[config.mk]
export PLATFORM = sky130hd
export DESIGN_NAME = seg7_scroll_driver
export DESIGN_NICKNAME = d
export VERILOG_FILES = /design/src/rtl/seg7_pkg.sv /design/src/rtl/seg7_decoder.sv /design/src/rtl/seg7_scroll_driver.sv
export SDC_FILE = /design/constraint.sdc
export NUM_CORES = 1
export LEC_CHECK = 0
export CORE_MARGIN = 4
export CORE_UTILIZATION = 66
export DETAILED_ROUTE_END_ITERATION = 12
export PLACE_DENSITY_LB_ADDON = 0.3
export SYNTH_ARGS = -nofsm -noshare
export SYNTH_HDL_FRONTEND = slang
export SYNTH_HIERARCHICAL = 1
export SYNTH_SLANG_ARGS = --single-unit
[constraint.sdc]
create_clock -name clk -period 15.8 [get_ports clk]
set_input_delay 4.74 -clock clk [delete_from_list [all_inputs] [get_ports clk]]
set_output_delay 4.74 -clock clk [all_outputs]
set_load 0.005 [all_outputs]
[src/rtl/seg7_pkg.sv]
// Shared constants for the seven-segment scroll driver: blank pattern, hex glyph table
// and the message entry layout.
package seg7_pkg;

  localparam logic [6:0] SEG_BLANK = 7'h7F;
  localparam int unsigned ENTRY_W = 5;

  typedef struct packed {
    logic       dp;
    logic [3:0] ch;
  } entry_t;

  // {a,b,c,d,e,f,g}, active-low; index 0 is the rightmost element.
  localparam logic [15:0][6:0] HEX_GLYPHS = {
    7'h38, 7'h30, 7'h42, 7'h31, 7'h60, 7'h08, 7'h04, 7'h00,
    7'h0F, 7'h20, 7'h24, 7'h4C, 7'h06, 7'h12, 7'h4F, 7'h01
  };

endpackage

[src/rtl/seg7_decoder.sv]
// Combinational hex character to active-low seven-segment pattern.
module seg7_decoder
  import seg7_pkg::*;
(
  input  logic [3:0] ch,
  output logic [6:0] seg
);

  always_comb begin
    seg = HEX_GLYPHS[ch];
  end

endmodule

[src/rtl/seg7_scroll_driver.sv]
// Multiplexed N-digit seven-segment driver with a writable message buffer,
// frame-synchronous scrolling and blanked dead time at the start of each digit slot.
module seg7_scroll_driver
  import seg7_pkg::*;
#(
  parameter int unsigned DIGITS      = 4,
  parameter int unsigned MSG_LEN     = 16,
  parameter int unsigned REFRESH_DIV = 2000,
  parameter int unsigned DEAD_CYCLES = 2,
  parameter int unsigned SCROLL_DIV  = 2**20
) (
  input  logic                       clk,
  input  logic                       reset,
  input  logic                       scroll_en,
  input  logic                       step,
  input  logic                       blank,
  input  logic                       wr_en,
  input  logic [$clog2(MSG_LEN)-1:0] wr_addr,
  input  logic [3:0]                 wr_data,
  input  logic                       wr_dp,
  output logic [DIGITS-1:0]          an,
  output logic [6:0]                 seg,
  output logic                       dp,
  output logic                       frame_tick,
  output logic                       wrap_tick
);

  localparam int unsigned AW  = $clog2(MSG_LEN);
  localparam int unsigned DW  = (DIGITS > 1) ? $clog2(DIGITS) : 1;
  localparam int unsigned SLW = (REFRESH_DIV > 1) ? $clog2(REFRESH_DIV) : 1;
  localparam int unsigned SW  = (SCROLL_DIV > 1) ? $clog2(SCROLL_DIV) : 1;

  localparam logic [SLW-1:0] SLOT_LAST   = SLW'(REFRESH_DIV - 1);
  localparam logic [SLW-1:0] SLOT_DEAD   = SLW'(DEAD_CYCLES);
  localparam logic [DW-1:0]  DIGIT_LAST  = DW'(DIGITS - 1);
  localparam logic [SW-1:0]  SCROLL_LAST = SW'(SCROLL_DIV - 1);
  localparam logic [AW-1:0]  BASE_LAST   = AW'(MSG_LEN - 1);
  localparam logic [AW:0]    MSG_LEN_W   = (AW + 1)'(MSG_LEN);

  logic [SLW-1:0]     slot_q, slot_d;
  logic [DW-1:0]      digit_q, digit_d;
  logic [AW-1:0]      base_q, base_d;
  logic [SW-1:0]      scroll_q, scroll_d;
  logic               pending_q, pending_d;
  logic               wrap_q, wrap_d;
  logic [ENTRY_W-1:0] mem_q [MSG_LEN];
  logic [DIGITS-1:0]  an_q, an_d;
  logic [6:0]         seg_q, seg_d;
  logic               dp_q, dp_d;

  logic               slot_last, frame_end, req, advance, dead_d;
  logic [DW-1:0]      offset;
  logic [AW:0]        addr_sum;
  logic [AW-1:0]      rd_addr;
  entry_t             rd_entry;
  logic [6:0]         rd_glyph;

  // Counters, scroll requests and base pointer.
  always_comb begin
    slot_last = (slot_q == SLOT_LAST);
    frame_end = slot_last && (digit_q == '0);
    req       = step || (scroll_en && (scroll_q == SCROLL_LAST));
    advance   = frame_end && (pending_q || req);

    slot_d  = slot_last ? '0 : slot_q + 1'b1;
    digit_d = digit_q;
    if (slot_last) begin
      digit_d = (digit_q == '0) ? DIGIT_LAST : digit_q - 1'b1;
    end

    scroll_d = '0;
    if (scroll_en) begin
      scroll_d = (scroll_q == SCROLL_LAST) ? '0 : scroll_q + 1'b1;
    end

    pending_d = advance ? 1'b0 : (pending_q || req);
    base_d    = base_q;
    if (advance) begin
      base_d = (base_q == BASE_LAST) ? '0 : base_q + 1'b1;
    end
    wrap_d = advance && (base_q == BASE_LAST);
  end

  // Address of the entry shown in the upcoming slot; base + offset < 2*MSG_LEN always.
  always_comb begin
    offset   = DIGIT_LAST - digit_d;
    addr_sum = {1'b0, base_d} + (AW + 1)'(offset);
    if (addr_sum >= MSG_LEN_W) begin
      addr_sum = addr_sum - MSG_LEN_W;
    end
    rd_addr  = addr_sum[AW-1:0];
    rd_entry = entry_t'(mem_q[rd_addr]);
  end

  seg7_decoder u_decoder (
    .ch  (rd_entry.ch),
    .seg (rd_glyph)
  );

  // Glyph is latched once at the start of the active phase and held for the whole slot.
  always_comb begin
    dead_d = (slot_d < SLOT_DEAD);
    an_d   = '1;
    if (!blank && !dead_d) begin
      an_d[digit_d] = 1'b0;
    end
    seg_d = seg_q;
    dp_d  = dp_q;
    if (dead_d) begin
      seg_d = SEG_BLANK;
      dp_d  = 1'b1;
    end else if (slot_d == SLOT_DEAD) begin
      seg_d = rd_glyph;
      dp_d  = ~rd_entry.dp;
    end
  end

  always_ff @(posedge clk or posedge reset) begin
    if (reset) begin
      slot_q    <= '0;
      digit_q   <= DIGIT_LAST;
      base_q    <= '0;
      scroll_q  <= '0;
      pending_q <= 1'b0;
      wrap_q    <= 1'b0;
      an_q      <= '1;
      seg_q     <= SEG_BLANK;
      dp_q      <= 1'b1;
    end else begin
      slot_q    <= slot_d;
      digit_q   <= digit_d;
      base_q    <= base_d;
      scroll_q  <= scroll_d;
      pending_q <= pending_d;
      wrap_q    <= wrap_d;
      an_q      <= an_d;
      seg_q     <= seg_d;
      dp_q      <= dp_d;
    end
  end

  always_ff @(posedge clk or posedge reset) begin
    if (reset) begin
      for (int i = 0; i < MSG_LEN; i++) begin
        mem_q[i] <= '0;
      end
    end else if (wr_en) begin
      mem_q[wr_addr] <= {wr_dp, wr_data};
    end
  end

  assign an         = an_q;
  assign seg        = seg_q;
  assign dp         = dp_q;
  assign frame_tick = frame_end;
  assign wrap_tick  = wrap_q;

endmodule
==> results_dict.tcl, run 1 <==
set metrics [dict create \
    fin_area_mm2 0.00766 \
    synth_cell_types 60 \
    first_global_vias 4635 \
    drt-wirelength-per-cell_um 18.8 \
    nFillCells 560 \
    rr_startpoint "slot_q[0]$_DFF_PP0_" \
    synth_warnings 6 \
    rsz0062_at_grt "no" \
    avgSynthCellArea_um2 12.0 \
    numPortBuffers 28 \
    leakagePower_nw 3.34 \
    drive_gt1_share_pct 27.2 \
    die_w_um 109 \
    core_mm2 0.00986 \
    ant_nets 0 \
    p_seq_share_pct 43.5 \
    hpwl_um 9150 \
    clockBufferDepth 2 \
    overflow 0 \
    drt_iter0_drc 276 \
    rrSetupSlack_ps 10330 \
    cts_sinks 131 \
    endpoint_kind "register" \
    grt_usage_pct 25.7 \
    cts_tree "built" \
    place_area_mm2 0.00705 \
    wl_met1_um 5770 \
    route.detailed.drc 0 \
    cts_resized 0 \
    vias 4467 \
    syn-instance-count 562 \
    drt-total-wl_um 13700 \
    top_layer_used "met4" \
    min-delay-start "seg[1]$_DFFE_PP1P_" \
    r2r_cells 17 \
    routed_via_density 6.14 \
    min_path_cells 2 \
    power_density_mw_per_mm2 124 \
    status "finished clean" \
    clkPwrFrac_pct 42.7 \
    numCtsBuffers 17 \
    post_cts_buffers 0 \
    area_growth_pct 13.4 \
    post-route-period-util_pct 58.1 \
    synth_ff_type "dfrtp_1" \
    final_cell_mix "117 x dfrtp_1, 82 x mux2_2, 53 x nor2_1, 38 x nand2_1, 28 x clkdlybuf4s50_1" \
    cts_hold_buf 0 \
    die_h_um 109 \
    die-area_mm2 0.0119 \
    cp.arrival_ps 9610 \
    post_synth_instance_area_mm2 0.00676 \
    rows 36 \
    ys_seq_area_share_pct 48.8 \
    cts-root-buf "clkbuf_8" \
    critical_path_class "in2reg" \
    drtPass1Iterations 5 \
    postSynth.asyncResetShare_pct 100 \
    p_switching_mw 0.228 \
    grt_pass1_wl_um 23100 \
    grt_start_max_net_pins 90 \
    start_util_pct 68.5 \
    cts.clk_slew.worst_paths_ps 60 \
    final_common_cell "dfrtp_1" \
    worst_pin_slew_ps 1160 \
    hold_violations 0 \
    fin_crit_ps 9170 \
    htreeDepth 4 \
    path_max_fanout 13 \
    dp_slack_ps 6100 \
    internal_power_mw 0.721 \
    max_freq_mhz 109 \
    placed_cells 696 \
    gp_congestion 0.861 \
    synth_fp_nets 591 \
    multi_input_area_mm2 0.00323 \
    p_sw_share_pct 24.0 \
    drv_slew 0 \
    cp-start-kind "primary input" \
    insertion_delay_ps 540 \
    comb_power_share_pct 13.8 \
    setup_ws_ps 6630 \
    ys_ff_latch 131 \
    min_path_type "reg2reg" \
    nets 611 \
    maxCapViolCount 0 \
    wl_met2_um 7070 \
    relSlewSlack_pct 20.5 \
    n_antenna_cell 0 \
    ff_latch_area_mm2 0.00330 \
    dr_wl_met3_um 667 \
    pin_count 29 \
    reg2reg_to "seg[3]$_DFFE_PP1P_" \
    setup_viol 0 \
    antenna_found_initial 0 \
    min_to "seg[1]$_DFFE_PP1P_" \
    synth_edf_count 0 \
    cp.required_ps 16240 \
    fin_tns_setup_ps 0 \
    fin_skew_ps 4.94 \
    vdd_drop_max_v 0.000106 \
    stdcell_count 728 \
]
[worst max path at each step]
| stage | from | to |
|---|---|---|
| floorplan | step | seg[3]$_DFFE_PP1P_ |
| global placement | scroll_en | seg[3]$_DFFE_PP1P_ |
| detailed placement | scroll_en | seg[3]$_DFFE_PP1P_ |
| CTS | scroll_en | seg[3]$_DFFE_PP1P_ |
| global route | scroll_en | seg[3]$_DFFE_PP1P_ |
| finish | scroll_en | seg[3]$_DFFE_PP1P_ |
[per-stage QoR]
stage | hold slack (ps) | utilization (%) | total power, mW
floorplan | 447 | - | 0.510
global placement | 467 | 71.4 | 0.535
detailed placement | 468 | 71.4 | 0.547
CTS | 481 | 77.7 | 0.955
global route | 510 | 77.7 | 0.990
finish | 477 | 77.7 | 0.950
[worst max-delay path, cell delays in order]
cell and delay [ps]:
clkdlybuf4s50_1 600, and3_1 280, a21boi_0 130, nor2_1 200, mux2_2 390, ha_1 280
a21o_1 210, o2111ai_1 110, mux2i_1 90, nor4_1 410, nand3_1 190, nand2_1 210
mux2i_1 970, mux4_2 620, nor2_1 100, o21ai_0 80
[power groups by stage]
| stage | Sequential, mW | Combinational, mW | Clock [mW] |
|---|---|---|---|
| detailed placement | 0.417 | 0.129 | 0 |
| floorplan | 0.406 | 0.104 | 0 |
| global placement | 0.412 | 0.123 | 0 |
| CTS | 0.413 | 0.132 | 0.410 |
| global route | 0.418 | 0.144 | 0.428 |
| finish | 0.413 | 0.131 | 0.405 |
[cell type report]
cell class                      count  share of cell area [%]
Multi-Input combinational cell    386                    42.1
Clock buffer                       20                    5.68
Sequential cell                   131                    43.0
Tap cell                          133                    2.17
Clock inverter                     12                    2.35
Inverter                           16                   0.849
Timing Repair Buffer               30                    3.85
[sequential cells by signal, indices dropped and copies added (netlist names)]
signal and cells:
mem_q 80, scroll_q 20, slot_q 11, seg 7
an 4, base_q 4, digit_q 2, dp 1
pending_q 1, wrap_tick 1
[Yosys cell counts, types with 5 or more instances]
cell | n | area [um2]
and2_1 | 9 | 56.3
dfrtp_1 | 117 | 2930
ha_1 | 13 | 163
and3_1 | 7 | 43.8
a21oi_1 | 8 | 40.0
clkbuf_1 | 15 | 56.3
mux2_2 | 82 | 923
xor2_1 | 11 | 96.3
mux4_2 | 21 | 473
nand3_1 | 20 | 100
nand2_1 | 38 | 143
nand2b_1 | 5 | 31.3
mux2i_1 | 19 | 190
nor3_1 | 7 | 35.0
buf_6 | 6 | 67.6
nor4_1 | 5 | 31.3
nand4_1 | 10 | 62.6
inv_1 | 15 | 56.3
and4_1 | 5 | 43.8
o21ai_0 | 13 | 65.1
dfstp_2 | 14 | 368
xnor2_1 | 14 | 123
nor2_1 | 53 | 199
[layer usage]
layer  track usage, %  up-vias
met5                0        -
met2             43.2      141
met3             6.81       26
met1             32.4     2234
met4             9.17        0
li1                 -     2066
[cells by family (layout without fill, tap and decap cells)]
| kind of cell | count (synthesis) | count (layout) | share of synthesized area [%] |
|---|---|---|---|
| compound gates | 48 | 48 | 4.72 |
| xor+xnor | 25 | 25 | 3.24 |
| fa+ha+maj | 14 | 14 | 2.70 |
| buf+inv | 45 | 78 | 3.46 |
| flops | 131 | 131 | 48.8 |
| mux | 122 | 122 | 23.5 |
| simple gates | 177 | 177 | 13.6 |
Power figures use the tool's default switching activity.
==> run 2: changes to the inputs <==
CORE_UTILIZATION = 55   (was 66)
clock period = 7.91 ns   (was 15.8 ns; I/O delays follow)
==> results_dict.tcl, run 2 (synthesis gave the netlist of run 1 again) <==
set metrics [dict create \
    status "finished clean" \
    largestRegisters "mem_q: 80 flops, scroll_q: 20 flops, slot_q: 11 flops" \
    leakagePower_nw 3.39 \
    start_util_pct 56.2 \
    cp.arrival_ps 7390 \
    vias 4432 \
    first_global_vias 4570 \
    drt_iter0_drc 455 \
    setup_viol 0 \
    largest_reg_flops 80 \
    antenna_found_initial 0 \
    max_freq_mhz 142 \
    post-route-period-util_pct 89.3 \
    routed_via_density 5.95 \
    area_growth_pct 15.0 \
    nets 614 \
    hold_violations 0 \
    drt-wirelength-per-cell_um 18.4 \
    die-area_mm2 0.0141 \
    n_antenna_cell 0 \
    dp_slack_ps 414 \
    stdcell_count 745 \
    clockBufferDepth 2 \
    hpwl_um 9310 \
    worst_pin_slew_ps 1180 \
    maxCapViolCount 0 \
    numCtsBuffers 17 \
    drv_slew 0 \
    pin_count 29 \
    relSlewSlack_pct 18.9 \
    fin_skew_ps 9.39 \
    fin_crit_ps 7060 \
    grt_usage_pct 21.1 \
    numPortBuffers 28 \
    fin_area_mm2 0.00777 \
    insertion_delay_ps 430 \
    final_cell_mix "117 x dfrtp_1, 82 x mux2_2, 53 x nor2_1, 38 x nand2_1, 28 x clkdlybuf4s50_1" \
    overflow 0 \
    startpoint "scroll_en" \
    multi_input_area_mm2 0.00323 \
    path_max_fanout 18 \
    htreeDepth 4 \
    place_area_mm2 0.00709 \
    reg2reg_to "seg[3]$_DFFE_PP1P_" \
    endpoint_kind "register" \
    vdd_drop_max_v 0.000215 \
    cts.clk_slew.worst_paths_ps 60 \
    cp.required_ps 8240 \
    gp_congestion 0.857 \
    placed_cells 713 \
    rrSetupSlack_ps 2300 \
    core_mm2 0.0120 \
    cp-start-kind "primary input" \
    cts-root-buf "clkbuf_16" \
    post_cts_buffers 0 \
    die_h_um 119 \
    route.detailed.drc 0 \
    nFillCells 906 \
    critPathCapture "seg[3]$_DFFE_PP1P_" \
    cts_sinks 131 \
    r2r_cells 17 \
    grt_start_max_net_pins 72 \
    drive_gt1_share_pct 27.9 \
    cts_hold_buf 0 \
    grt_pass1_wl_um 23300 \
    fin_tns_setup_ps 0 \
    power_density_mw_per_mm2 254 \
    largest-register "mem_q" \
    rows 40 \
    drt-total-wl_um 13700 \
    critical_path_class "in2reg" \
    setup_ws_ps 845 \
    rr_startpoint "slot_q[0]$_DFF_PP0_" \
    die_w_um 119 \
    rsz0062_at_grt "no" \
    cts_tree "built" \
    ff_latch_area_mm2 0.00330 \
    min_path_type "reg2reg" \
    final_common_cell "dfrtp_1" \
    cts_resized 0 \
    drtPass1Iterations 5 \
    ant_nets 0 \
]
[run 2: layout make-up]
class / count / share of cell area (%)
well taps: 147 / 2.37
repair buffers: 33 / 4.09
multi-input cells: 386 / 41.5
flip-flops and latches: 131 / 42.4
clock buffers: 19 / 5.83
inverters: 16 / 0.837
clock inverters: 13 / 2.96
[run 2: worst min-delay path by stage]
stage	start	to	slack, ps	cells past startpoint
6_report	seg[1]$_DFFE_PP1P_	seg[1]$_DFFE_PP1P_	480	2
5_1_grt	seg[1]$_DFFE_PP1P_	seg[1]$_DFFE_PP1P_	490	2
4_1_cts	seg[1]$_DFFE_PP1P_	seg[1]$_DFFE_PP1P_	480	2
3_5_place_dp	dp$_DFFE_PP1P_	dp$_DFFE_PP1P_	470	2
3_3_place_gp	scroll_q[0]$_DFF_PP0_	scroll_q[0]$_DFF_PP0_	470	1
2_1_floorplan	scroll_q[0]$_DFF_PP0_	scroll_q[0]$_DFF_PP0_	450	1
[run 2: critical path: stages]
cell	delay [ps]
clkdlybuf4s50_1	500
and3_1	250
a21boi_0	270
nor2_1	130
mux2_2	250
ha_1	160
inv_1	60
fa_1	1190
mux4_2	390
mux2i_1	70
mux2i_1	940
mux4_2	610
nor2_1	110
o21ai_0	80
[run 2: stage by stage]
stage          hold slack [ps]  power [mW]  util, %
5_1_grt                    493        2.06     64.7
3_5_place_dp               466        1.09     59.0
4_1_cts                    480        1.99     64.7
2_1_floorplan              447        1.02        -
6_report                   477        1.97     64.7
3_3_place_gp               465        1.07     59.0
[run 2: report_power, final]
| group | leakage [nW] | switching (mW) | internal, mW |
|---|---|---|---|
| Clock | 0.325 | 0.288 | 0.607 |
| Sequential | 1.62 | 0.0524 | 0.770 |
| Combinational | 1.44 | 0.107 | 0.149 |
[run 2: layer usage]
layer | GRT usage [%] | vias to the layer above | wire, um
met5 | 0 | - | 0
met4 | 6.81 | 0 | 181
met3 | 6.17 | 16 | 612
met2 | 34.2 | 92 | 6830
met1 | 27.5 | 2257 | 6070
li1 | - | 2067 | -
